[src/rtl/alu_pkg.sv]
// Shared ALU opcode constants, issue-controller state encoding and default operand width.
package alu_pkg;

  localparam int ALU_N = 8;

  localparam logic [3:0] OP_ADD = 4'b0000;
  localparam logic [3:0] OP_SUB = 4'b0001;
  localparam logic [3:0] OP_MUL = 4'b0010;
  localparam logic [3:0] OP_DIV = 4'b0011;

  typedef enum logic [1:0] {
    IDLE  = 2'd0,
    ISSUE = 2'd1,
    WAIT  = 2'd2,
    RESP  = 2'd3
  } state_t;

endpackage

[src/rtl/alu_watchdog.sv]
// WAIT-state cycle counter for the ALU issue controller.
// Latency: expired is combinational in the LIMIT-th counted cycle.
// Backpressure: none; it only counts while inc is high.
module alu_watchdog #(
  parameter int LIMIT = 32
) (
  input  logic clk,
  input  logic rst,
  input  logic clr,
  input  logic inc,
  output logic expired
);

  localparam int CW = (LIMIT > 2) ? $clog2(LIMIT) : 1;

  logic [CW-1:0] cnt;

  // cnt holds the number of WAIT cycles already completed, so the limit is hit
  // during the cycle in which cnt == LIMIT-1.
  assign expired = inc && (cnt == CW'(LIMIT - 1));

  always_ff @(posedge clk) begin
    if (rst || clr) begin
      cnt <= '0;
    end else if (inc && !expired) begin
      cnt <= cnt + CW'(1);
    end
  end

endmodule

[src/rtl/alu_issue_ctrl.sv]
// ALU issue controller: one op at a time, cmd handshake in, registered ALU drive, result handshake out.
// Latency: accept->ISSUE 1 cycle, WAIT until alu_data_valid, RESP the cycle after; min 4 cycles accept-to-accept.
// Backpressure: cmd_ready low outside IDLE; RESP holds until rsp_ready. Optional WAIT timeout: ALU_TIMEOUT_EN.
module alu_issue_ctrl
  import alu_pkg::*;
#(
  parameter int         N              = ALU_N,
  parameter logic [3:0] MAX_OP         = OP_DIV,
  parameter int         TIMEOUT_CYCLES = 32
) (
  input  logic           clk,
  input  logic           rst,
  input  logic           cmd_valid,
  output logic           cmd_ready,
  input  logic [N-1:0]   cmd_a,
  input  logic [N-1:0]   cmd_b,
  input  logic [3:0]     cmd_op,
  output logic           rsp_valid,
  input  logic           rsp_ready,
  output logic [2*N-1:0] rsp_result,
  output logic           rsp_err,
  output logic [N-1:0]   alu_a,
  output logic [N-1:0]   alu_b,
  output logic [3:0]     alu_op,
  output logic           alu_enable,
  input  logic [2*N-1:0] alu_result,
  input  logic           alu_data_valid,
  output logic           busy
);

  state_t         state_q, state_d;
  logic [N-1:0]   a_d, b_d;
  logic [3:0]     op_d;
  logic [2*N-1:0] res_d;
  logic           err_d;
  logic           timeout_hit;

`ifdef ALU_TIMEOUT_EN
  logic wd_expired;

  alu_watchdog #(
    .LIMIT(TIMEOUT_CYCLES)
  ) u_watchdog (
    .clk     (clk),
    .rst     (rst),
    .clr     (state_q == ISSUE),
    .inc     (state_q == WAIT),
    .expired (wd_expired)
  );

  assign timeout_hit = wd_expired;
`else
  assign timeout_hit = 1'b0;
`endif

  always_comb begin
    state_d = state_q;
    a_d     = alu_a;
    b_d     = alu_b;
    op_d    = alu_op;
    res_d   = rsp_result;
    err_d   = rsp_err;

    case (state_q)
      IDLE: begin
        if (cmd_valid && cmd_ready) begin
          a_d  = cmd_a;
          b_d  = cmd_b;
          op_d = cmd_op;
          if (cmd_op > MAX_OP) begin
            state_d = RESP;
            res_d   = '0;
            err_d   = 1'b1;
          end else begin
            state_d = ISSUE;
          end
        end
      end
      // data_valid seen in ISSUE belongs to a previous enable and is dropped.
      ISSUE: state_d = WAIT;
      WAIT: begin
        if (alu_data_valid) begin
          state_d = RESP;
          res_d   = alu_result;
          err_d   = 1'b0;
        end else if (timeout_hit) begin
          state_d = RESP;
          res_d   = '0;
          err_d   = 1'b1;
        end
      end
      RESP: begin
        if (rsp_ready) state_d = IDLE;
      end
      default: state_d = IDLE;
    endcase
  end

  // Every output is a flop decoded from the next state.
  always_ff @(posedge clk) begin
    if (rst) begin
      state_q    <= IDLE;
      cmd_ready  <= 1'b1;
      rsp_valid  <= 1'b0;
      rsp_result <= '0;
      rsp_err    <= 1'b0;
      alu_a      <= '0;
      alu_b      <= '0;
      alu_op     <= '0;
      alu_enable <= 1'b0;
      busy       <= 1'b0;
    end else begin
      state_q    <= state_d;
      cmd_ready  <= (state_d == IDLE);
      rsp_valid  <= (state_d == RESP);
      rsp_result <= res_d;
      rsp_err    <= err_d;
      alu_a      <= a_d;
      alu_b      <= b_d;
      alu_op     <= op_d;
      alu_enable <= (state_d == ISSUE) || (state_d == WAIT);
      busy       <= (state_d != IDLE);
    end
  end

endmodule

[config.mk]
export PLATFORM = sky130hd
export DESIGN_NAME = alu_issue_ctrl
export DESIGN_NICKNAME = d
export VERILOG_FILES = /design/src/rtl/alu_pkg.sv /design/src/rtl/alu_watchdog.sv /design/src/rtl/alu_issue_ctrl.sv
export SDC_FILE = /design/constraint.sdc
export NUM_CORES = 1
export LEC_CHECK = 0
export ABC_AREA = 1
export CAP_MARGIN = 20
export CORE_AREA = 2 2 61 107
export DETAILED_ROUTE_END_ITERATION = 10
export DIE_AREA = 0 0 63 109
export PLACE_DENSITY = 0.65
export REMOVE_ABC_BUFFERS = 1
export SETUP_SLACK_MARGIN = 0.2
export SLEW_MARGIN = 20
export SYNTH_ARGS = -nofsm -noshare
export SYNTH_HDL_FRONTEND = slang
export SYNTH_SLANG_ARGS = --single-unit
export TNS_END_PERCENT = 50
[constraint.sdc]
create_clock -name clk -period 1.8 [get_ports clk]
set_clock_uncertainty 0.1 [all_clocks]
set_input_delay 0.36 -clock clk [delete_from_list [all_inputs] [get_ports clk]]
set_output_delay 0.36 -clock clk [all_outputs]
set_load 0.02 [all_outputs]
==> summary.md <==
| Metric | Value |
|---|---|
| Power Density | `approximately 1200 mW/mm2` |
| Crit Path Category | `register to primary output` |
| CP Data Required Time | `~1.3 ns` |
| Synthesized flop and latch total | `43` |
| Hold slack | `about 0.36 ns` |
| Vias per std cell | `about 4.2` |
| Synth top area share | `a little under 50%` |
| Port Buffer Count | `around 80` |
| Vias in the first global route | `about 1600` |
| Max Cap Viol | `0` |
| Crit-path max FO | `2` |
| Final-report hold violation count | `0` |
| Gp weighted congestion | `0.8140` |
| Ys async rst share | `0%` |
| Unrepaired setup endpoints after global routing | `yes` |
| Worst slew pin tran | `0.2415 ns` |
| Slew headroom | `between 80 and 90%` |
| Clk buf depth | `2` |
| Nets | `around 380` |
| Layout area overhead | `64.79%` |
| Finished Cell Area | `a little under 0.003 mm2` |
| Primary FF master, synth | `dfxtp_1` |
| Post-synthesis cell count | `about 240` |
| Post-Place Worst Slack | `-0.1788 ns` |
| CTS tree | `built` |
| Core Area | `around 0.006 mm2` |
| DR DRC count | `0` |
| Number of flops mapped to enable cells by yosys | `0` |
| CP endpoint kind | `primary output` |
| Worst setup startpoint | `alu_b[3]` |
| Total Wirelength | `between 4 and 5 mm` |
| Root Driver | `clkbuf_8` |
| Status | `complete, no violations` |
| Yosys warns | `0` |
| Share of layout cells above drive strength 1 | `between 10% and 20%` |
| Setup WS post-layout | `between 0.1 and 0.15 ns` |
| Crit path buf inv count | `1` |
| CP Cell Sequence | `clkdlybuf4s50_1` |
| Total CTS buffers | `5` |
| HP Start | `rsp_err` |
| Max VDD drop | `~0.73 mV` |
| Ranking of synthesized cells by area | `dfxtp_1 49%, nor2_1 15%, nand2_1 7.9%` |
| GRT Residual Overflow | `0` |
| HP Class | `register to register` |
| Clk pin slew, worst setup/hold paths | `about 0.08 ns` |
| Largest net degree at the start of global routing | `23` |
| Seq/Total Area, Yosys | `around half` |
| Initial antenna violation count | `0` |
| Biggest area consumer among synthesized cells | `dfxtp_1` |
| LEAKAGE | `about 1.5 nW` |
| Die ar. | `approximately 0.0069 mm2` |
| Initial detailed-routing violation count | `86` |
| Max stage delay cell, worst path | `clkdlybuf4s50_1` |
| Antenna-violating nets left | `0` |
| N_diodes | `0` |
| Vias | `approximately 1700` |
| Slowest cell delay on critical path | `about 0.6 ns` |
| Syn_area_per_cell | `about 7.2 um2` |
| DRT Pass-1 Iters | `2` |
| Total GRT Usage | `between 10% and 20%` |
| # setup viols final | `0` |
| Netlist cell types | `21` |
| Min cycle time layout | `1.697 ns` |
| Reg2reg start | `state_q[0]` |
| Fmax achieved | `589.4 MHz` |
| First-pass GRT wire length | `roughly 7.1 mm` |
| Horiz. Die Dim | `approximately 63 um` |
| Final core occ | `47.80%` |
| Fill cells | `628` |
| Drt wl/cell | `around 11 um` |
| Crit path DAT | `about 1.2 ns` |
| Level count of the clock H-tree | `2` |
| Max Slew Vio Count | `0` |
| IO Count | `between 80 and 90` |
| Clock Sink Count | `between 40 and 50` |
| Initial Util | `between 20 and 30%` |
| Startpoint Class | `register` |
| # hold bufs at CTS | `0` |
| DP Area | `~0.0027 mm2` |
| DP Wirelength | `3.283 mm` |
| Cell Area, Synth | `approximately 0.0018 mm2` |
| Rows | `38` |
| Die Y | `roughly 110 um` |
| Clock Latency Late Sink | `approximately 0.29 ns` |
| CP delay by family, top | `buffers and inverters` |
| Period utilization | `between 90 and 100%` |
-- stage by stage --
| stage | std cells | setup TNS (ns) | power (mW) |
|---|---|---|---|
| 2_1_floorplan | 234 | -0.1057 | 2.003 |
| 3_3_place_gp | 404 | -0.1469 | 2.657 |
| 3_5_place_dp | 404 | -0.2603 | 2.680 |
| 4_1_cts | 412 | 0 | 3.514 |
| 5_1_grt | 415 | 0 | 3.728 |
| 6_report | 415 | 0 | 3.502 |
-- sequential cells by signal (all words and copies together), names as in the netlist --
signal,count
rsp_result,16
cmd_ready,1
busy,1
alu_enable,1
rsp_valid,1
alu_op,4
rsp_err,1
alu_a,8
alu_b,8
state_q,2
-- logic make-up after synthesis --
family	after synthesis	share of synthesized area [%]
compound gates	32	9.143
buf+inv	35	8.500
flops	43	49.14
simple gates	130	31.07
fa+ha+maj	3	2.143
-- report_power, final --
part | internal (mW) | leakage [nW] | switching, mW | total [mW]
logic | 0.596 | 1.10 | 0.764 | 1.36
clock network | 0.553 | 0.0644 | 0.343 | 0.896
registers | 1.15 | 0.356 | 0.0950 | 1.25
-- per-layer routing --
metal  track usage, %  share of wire (%)
met1            12.56                 37
met2            25.91                 55
met3            2.890                4.7
met4            6.825                2.3
met5                0                  0
-- synth_stat cells, types with 2 or more instances --
| library cell | number |
|---|---|
| nor2_1 | 71 |
| dfxtp_1 | 43 |
| nand2_1 | 37 |
| inv_1 | 22 |
| o21ai_0 | 19 |
| a21oi_1 | 12 |
| nand3_1 | 12 |
| buf_2 | 5 |
| nand2_2 | 4 |
| ha_1 | 3 |
| clkbuf_1 | 2 |
| clkinv_1 | 2 |
| inv_2 | 2 |
| nand2_4 | 2 |
-- layout make-up --
class	count	area, um2	area share, %
Clock buffer	5	68.82	2.384
Tap cell	80	100.1	3.468
Timing Repair Buffer	93	927.1	32.12
Clock inverter	3	67.56	2.341
Inverter	26	97.59	3.381
Multi-Input combinational cell	165	759.5	26.31
Sequential cell	43	865.8	30.00
-- path summary, 6_finish.rpt --
path | endpoint | slack [ns] | depth (start not counted)
max | alu_b[3] | 0.10 | 1
min | rsp_err | 0.36 | 2
max reg2reg | cmd_ready | 0.28 | 8
min reg2reg | rsp_err | 0.36 | 2
-- what timing repair did --
item / in CTS / in global routing
gates resized for setup: 21 / 21
setup endpoints to repair: 42 / 22
setup buffers: 0 / 3
pin swaps: 0 / 4
-- cell usage in the layout (no fill, tap or decap), types with 10 or more instances in the layout --
cell,instances
a21oi_1,12
buf_4,10
clkdlybuf4s50_1,49
dfxtp_1,41
dlygate4sd2_1,21
dlymetal6s2s_1,11
inv_1,20
nand2_1,34
nand3_1,11
nor2_1,71
o21ai_0,19
Note: power is estimated with default switching activity, not from simulation.
